File: config.mk
export PLATFORM = sky130hd
export DESIGN_NAME = ones_stream_tx
export DESIGN_NICKNAME = d
export VERILOG_FILES = /design/src/rtl/ones_stream_pkg.sv /design/src/rtl/ones_spreader.sv /design/src/rtl/ones_stream_tx.sv
export SDC_FILE = /design/constraint.sdc
export NUM_CORES = 1
export LEC_CHECK = 0
export BUFFER_PORTS_ARGS = -buffer_cell sky130_fd_sc_hd__buf_4
export CAP_MARGIN = 20
export CORE_AREA = 5 5 42 44
export DETAILED_ROUTE_END_ITERATION = 8
export DIE_AREA = 0 0 47 49
export PLACE_DENSITY_LB_ADDON = 0.08
export SYNTH_ARGS = -nofsm -noshare
export SYNTH_HDL_FRONTEND = slang
export SYNTH_SLANG_ARGS = --single-unit
export TNS_END_PERCENT = 100
File: constraint.sdc
create_clock -name clk -period 4.2 [get_ports clk]
set_clock_uncertainty 0.2 [all_clocks]
set_input_delay 0.42 -clock clk [delete_from_list [all_inputs] [get_ports clk]]
set_output_delay 0.42 -clock clk [all_outputs]
set_load 0.03 [all_outputs]
File: src/rtl/ones_stream_pkg.sv
// Shared types and helpers for the ones-stream transmitter.
package ones_stream_pkg;

  typedef enum logic [1:0] {
    IDLE = 2'd0,
    SEND = 2'd1,
    DONE = 2'd2
  } state_t;

  localparam int DEFAULT_FRAME_LEN = 15;
  localparam int DEFAULT_IDX_W     = $clog2(DEFAULT_FRAME_LEN + 1);

  // The index must be able to hold FRAME_LEN itself so it never wraps inside a frame.
  function automatic int idx_width(input int frame_len);
    return $clog2(frame_len + 1);
  endfunction

  function automatic int clamp_k(input int ones_in, input int frame_len);
    return (ones_in > frame_len) ? frame_len : ones_in;
  endfunction

endpackage

File: src/rtl/ones_spreader.sv
// Bresenham accumulator that spreads k ones evenly over a FRAME_LEN-bit frame.
module ones_spreader
  import ones_stream_pkg::*;
#(
  parameter int WIDTH     = 4,
  parameter int FRAME_LEN = 15
) (
  input  logic             clk,
  input  logic             reset,
  input  logic             clear,
  input  logic             step,
  input  logic [WIDTH-1:0] k,
  output logic             o_bit
);

  localparam logic [WIDTH:0] FL_V = (WIDTH + 1)'(FRAME_LEN);

  logic [WIDTH:0] r_acc;
  logic [WIDTH:0] w_sum;

  // acc stays below FRAME_LEN and k is clamped, so the sum fits in WIDTH+1 bits.
  assign w_sum = r_acc + {1'b0, k};
  assign o_bit = (w_sum >= FL_V);

  always_ff @(posedge clk) begin
    if (reset || clear) begin
      r_acc <= '0;
    end else if (step) begin
      r_acc <= o_bit ? (w_sum - FL_V) : w_sum;
    end
  end

endmodule

File: src/rtl/ones_stream_tx.sv
// Serial frame generator: emits FRAME_LEN bits holding exactly min(ones_in, FRAME_LEN) ones.
// Build option ONES_STREAM_SPREAD_EN spreads the ones evenly instead of thermometer ordering.
module ones_stream_tx
  import ones_stream_pkg::*;
#(
  parameter int WIDTH     = 4,
  parameter int FRAME_LEN = 15
) (
  input  logic             clk,
  input  logic             reset,
  input  logic             i_start,
  input  logic [WIDTH-1:0] i_ones_in,
  output logic             o_bits,
  output logic             o_bit_valid,
  output logic             o_busy,
  output logic             o_done
);

  localparam int               IDX_W    = idx_width(FRAME_LEN);
  localparam logic [IDX_W-1:0] LAST_IDX = IDX_W'(FRAME_LEN - 1);

  state_t           r_state;
  state_t           w_next;
  logic [IDX_W-1:0] r_idx;
  logic [WIDTH-1:0] r_k;
  logic             w_accept;
  logic             w_last;
  logic             w_bit;
  logic             w_vld;
  logic             w_busy;
  logic             w_done;
  logic             r_bits;
  logic             r_bit_valid;
  logic             r_busy;
  logic             r_done;

  assign w_accept = (r_state == IDLE) && i_start;
  assign w_last   = (r_idx == LAST_IDX);

  always_ff @(posedge clk) begin
    if (reset) begin
      r_state <= IDLE;
    end else begin
      r_state <= w_next;
    end
  end

  always_comb begin
    w_next = r_state;
    case (r_state)
      IDLE:    if (i_start) w_next = SEND;
      SEND:    if (w_last) w_next = DONE;
      DONE:    w_next = IDLE;
      default: w_next = IDLE;
    endcase
  end

  always_comb begin
    w_vld  = 1'b0;
    w_busy = 1'b0;
    w_done = 1'b0;
    case (r_state)
      SEND: begin
        w_vld  = 1'b1;
        w_busy = 1'b1;
      end
      DONE: begin
        w_busy = 1'b1;
        w_done = 1'b1;
      end
      default: ;
    endcase
  end

  always_ff @(posedge clk) begin
    if (reset) begin
      r_idx <= '0;
      r_k   <= '0;
    end else if (w_accept) begin
      r_idx <= '0;
      r_k   <= WIDTH'(clamp_k(int'(i_ones_in), FRAME_LEN));
    end else if (r_state == SEND) begin
      r_idx <= r_idx + IDX_W'(1);
    end
  end

`ifdef ONES_STREAM_SPREAD_EN
  ones_spreader #(
    .WIDTH    (WIDTH),
    .FRAME_LEN(FRAME_LEN)
  ) u_spreader (
    .clk  (clk),
    .reset(reset),
    .clear(w_accept),
    .step (w_vld),
    .k    (r_k),
    .o_bit(w_bit)
  );
`else
  assign w_bit = (WIDTH'(r_idx) < r_k);
`endif

  // Outputs trail the state by one cycle; bits is forced low outside a frame.
  always_ff @(posedge clk) begin
    if (reset) begin
      r_bits      <= 1'b0;
      r_bit_valid <= 1'b0;
      r_busy      <= 1'b0;
      r_done      <= 1'b0;
    end else begin
      r_bits      <= w_vld & w_bit;
      r_bit_valid <= w_vld;
      r_busy      <= w_busy;
      r_done      <= w_done;
    end
  end

  assign o_bits      = r_bits;
  assign o_bit_valid = r_bit_valid;
  assign o_busy      = r_busy;
  assign o_done      = r_done;

endmodule

; ---- Word level (Yosys, flattened, before mapping)
; Index checks and enable logic that the tools add are counted.
; Widths: inputs -> output; s select.
[word_totals]
in_bits = 7
word_cells = 26
out_inout_bits = 4
reg_bits = 14
[op_classes]
n_eq_ne = 5
reduce_logical = 5
addsub = 1
n_lt_le_gt_ge = 1
n_mux = 6
bitwise = 1
[op_table]
columns = op, count
row1 = $add 4x1->4 const B, 1
row2 = $eq 4x4->1 const B, 1
row3 = $lt 4x4->1, 1
row4 = $mux 2, 2
row5 = $ne 2x2->1 const B, 2
row6 = $pmux 2 s2, 1
row7 = $reduce_or 2->1, 2
row8 = $mux 1, 3
row9 = $eq 2x1->1 const B, 1
row10 = $eq 2x2->1 const B, 1
row11 = $logic_not 2->1, 1
row12 = $reduce_and 2->1, 1
row13 = $and 1x1->1, 1
row14 = $logic_and 1x1->1, 1

; ---- Longest topological paths before layout
[depth]
word_depth = 3
mapped_depth = 6
ltp_nobuf = 5

; ---- Worst setup path after synthesis
; No wires, ideal clock.
[synth_path]
path_kind = reg-to-reg
startpoint = register r_state[0]
endpoint = register r_state[1]
setup_slack_ps = 2858
synth_period_minus_slack_ps = 1342
setup_ps = 119
t_arrival_ps = 1023
t_required_ps = 3881
path_buffers = 0
stages_incl_launch_ff = 6
path_cell_list = dfxtp_1 > inv_1 > ha_1 > nor2b_4 > o21ai_1 > nor3b_2
[synth_between]
elab_chain_len = 3
elab_cells_between_ends = 6
cone_classes = 3 x eq/ne / 1 x mux / 2 x reduce/logical
[synth_lines]
columns = item, line
row1 = "start, declared", ones_stream_tx.sv:22  ; state_t r_state;
row2 = "start signal, assigned", ones_stream_tx.sv:44  ; r_state <= w_next;
row3 = $eq 2x1->1 or $logic_not 2->1 (tied branches), ones_stream_tx.sv:50  ; case (r_state)
row4 = $ne 2x2->1 (no line), -
row5 = $reduce_and 2->1 (no line), -
; Several ways; a longest one is shown, not always the timed one.
; A chain may end at the register's enable or synchronous reset.

; ---- Worst setup path in the final report
; Same ends and word-level chain as after synthesis.

==> metrics.md <==
| Metric | Value |
|---|---|
| Endpoints failing setup | 0 |
| Antenna cells | 0 |
| Initial DRC Count | 4 |
| Largest net degree at the start of global routing | 12 |
| Syn Inst Count | 72 |
| Die W | 47 um |
| Drt total wl | 1.07 mm |
| Clock slew at the register clock pins of the worst setup and hold paths | 80 ps |
| Synthesized Nets | 88 |
| Area of the multi-input gates | 378 sq um |
| Clk sink count | 14 |
| Syn_area_per_cell | 9.68 sq um |
| Hold Crit Class | primary input to flop |
| # rows | 14 |
| Most common cell in the netlist | dfxtp_1 |
| Die area | 0.00230 sq mm |
| Yosys reg bits | 14 |
| Initial core utilization | 0.497 |
| Status | finished clean |
| Fin util | 0.572 |
| Layout cells sized above 1 | 0.253 |
| Fmax | 677 MHz |
| Top post-synthesis cells by area | dfxtp_1 40%, ha_1 16%, inv_1 3.8%, a211oi_2 3.6%, nand3_1 3.6% |
| Skew-Pair Late Insertion Delay | 270 ps |
| Area of the core | 0.00140 sq mm |
| Final global-route overflow total | 0 |
| H-tree depth | 1 |
| Max-slew violations | 0 |
| Critical path startpoint | r_state[0] |
| Post-cts resize count | 0 |
| Top_reg_cell synth | dfxtp_1 |
| Wire length per cell | 10.8 um |
| Hold_buf cts | 0 |
| Routability cong. | 0.724 |
| Register area | 280 sq um |
| Crit path required time | 4170 ps |
| Vias in the first global route | 421 |
| Synth top area share | 0.402 |
| Worst Tran Pin Value | 321 ps |
| TritonCTS clock tree | yes |
| Post-route setup TNS | 0 ps |
| Clock Path Buffers | 2 |
| RR Startpoint | r_state[0] |
| Critical path's slowest cell | dfxtp_1 |
| Via count | 479 |
| Tcrit/Tclk final | 0.352 |
| Area Growth Syn to Fin | 15.1% |
| Worst-path fanout max | 6 |
| Max-cap violations | 0 |
| Final min period | 1480 ps |
| Placed Cells | 96 |
| Initial antenna violation count | 0 |
| Crit-path cells | inv_1 > ha_1 > nor2b_4 > o21ai_1 > nor3b_2 |
| Fin cells | 99 |
| Post-route ant nets | 0 |
| Count of cell types in the netlist | 25 |
| Largest area contributor in the netlist | dfxtp_1 |
| Nature of the critical path startpoint | flop |
| RSZ-0062 raised after global routing | no |
| Number of synthesized flops with an enable pin | 0 |
| Place WS | 2750 ps |
| Die Ht | 49 um |
| Maximum vdd drop | 0.000239 V |
| Final hold vios | 0 |
| M1 GR Usage | 0.147 |
| Fill cells | 134 |
| Overall routing resource usage | 0.113 |
| Cell area after synthesis | 697 sq um |
| I/O Buffers | 10 |
| CP Data Arrival Time | 1440 ps |
| Setup Buffers After CTS | 0 |
| Power per Cell Area | 438 mW/mm^2 |
| Worst setup EP type | flop |
| GR met3 Demand/Resource | 0.0332 |
| P_leak | 0.345 nW |
| HP Start | reset |
| Largest stage delay, worst path | 330 ps |
| Worst slew margin | 0.786 |
| Crit Path Category | flop to flop |
| Final net count | 101 |
| Residual DRC | 0 |
| Sequential area share after synthesis | 0.402 |
| Root buffer cell | clkbuf_4 |
| Setup WS post-layout | 2720 ps |
| Synth warnings | 0 |
| First-pass GRT wire length | 1.85 mm |
| Share of synthesized flip-flops with an asynchronous set or reset | 0 |
| GR peak layer | met2 |
| Detail Placement HPWL | 814 um |
| GR Util met2 | 0.152 |
| DR pass1 iterations | 4 |
| Synth top cells by count | 14 x dfxtp_1, 9 x ha_1, 7 x inv_1 |
| Via density | 4.84 |
| CTS Buf Count | 3 |
| Top-level I/O count | 11 |
==> cell families (layout without fill, tap and decap cells) <==
kind of cell | after synthesis | in the layout | synth area share
XOR/XNOR | 3 | 3 | 0.0377
flip-flops | 14 | 14 | 0.402
adder cells (fa/ha/maj) | 9 | 9 | 0.162
multiplexers | 1 | 1 | 0.0144
AO/OA/AOI/OAI | 10 | 10 | 0.106
buffers and inverters | 9 | 20 | 0.0557
AND/OR/NAND/NOR | 26 | 26 | 0.223
==> where the power goes <==
group	internal (mW)	total [mW]	switching, mW
clock network	0.0331	0.0716	0.0384
logic	0.0533	0.117	0.0634
registers	0.150	0.163	0.0126
total	0.236	0.351	0.114
==> final cells by class <==
| class | instances | area share |
|---|---|---|
| Timing Repair Buffer | 10 | 0.0936 |
| Tap cell | 16 | 0.0250 |
| Clock buffer | 3 | 0.0281 |
| Multi-Input combinational cell | 49 | 0.471 |
| Sequential cell | 14 | 0.349 |
| Inverter | 7 | 0.0328 |
==> routing by layer <==
metal  vias up  share of wire
met5         -              0
met4         0          0.012
li1        260              -
met3         2          0.041
met1       212           0.48
met2         5           0.46
==> critical path: cells and delay by family, from the launching register on <==
family | cells | cell delay, ps
buffers and inverters | 1 | 100
AOI/OAI and AO/OA | 1 | 80
and+or+nand+nor | 2 | 370
DFF | 1 | 330
adders and majority gates | 1 | 290
==> cells in the final DEF (no fill, tap or decap), drive strengths merged <==
cell / instances
dfxtp: 14
buf: 10
ha: 9
inv: 7
nand2: 6
nand3: 5
nor2: 5
a21oi: 5
nor2b: 4
nand2b: 4
clkbuf: 3
xor2: 2
a211oi: 2
o21ai: 2
mux2i: 1
xnor2: 1
nor3b: 1
nand4: 1
o211a: 1
==> registers in the layout, summed over array words and instances (netlist names) <==
| name | cells |
|---|---|
| o_busy | 1 |
| r_idx | 4 |
| r_k | 4 |
| r_state | 2 |
| o_bits | 1 |
| o_done | 1 |
| o_bit_valid | 1 |
==> through the flow <==
step | instance area, sq um | power [mW] | hold WS (ps)
6_report | 802 | 0.351 | 195
5_1_grt | 802 | 0.380 | 182
4_1_cts | 802 | 0.357 | 181
3_5_place_dp | 779 | 0.283 | 246
3_3_place_gp | 779 | 0.283 | 243
2_1_floorplan | 697 | 0.258 | 236
==> path summary, 6_finish.rpt <==
check | endpoint | slack [ps] | cells past startpoint
worst max-delay path | r_state[1] | 2720 | 5
worst min-delay path | r_k[1] | 190 | 2
worst max register to register | r_state[1] | 2720 | 5
worst min register to register | r_k[2] | 250 | 2
Power figures use the tool's default switching activity.
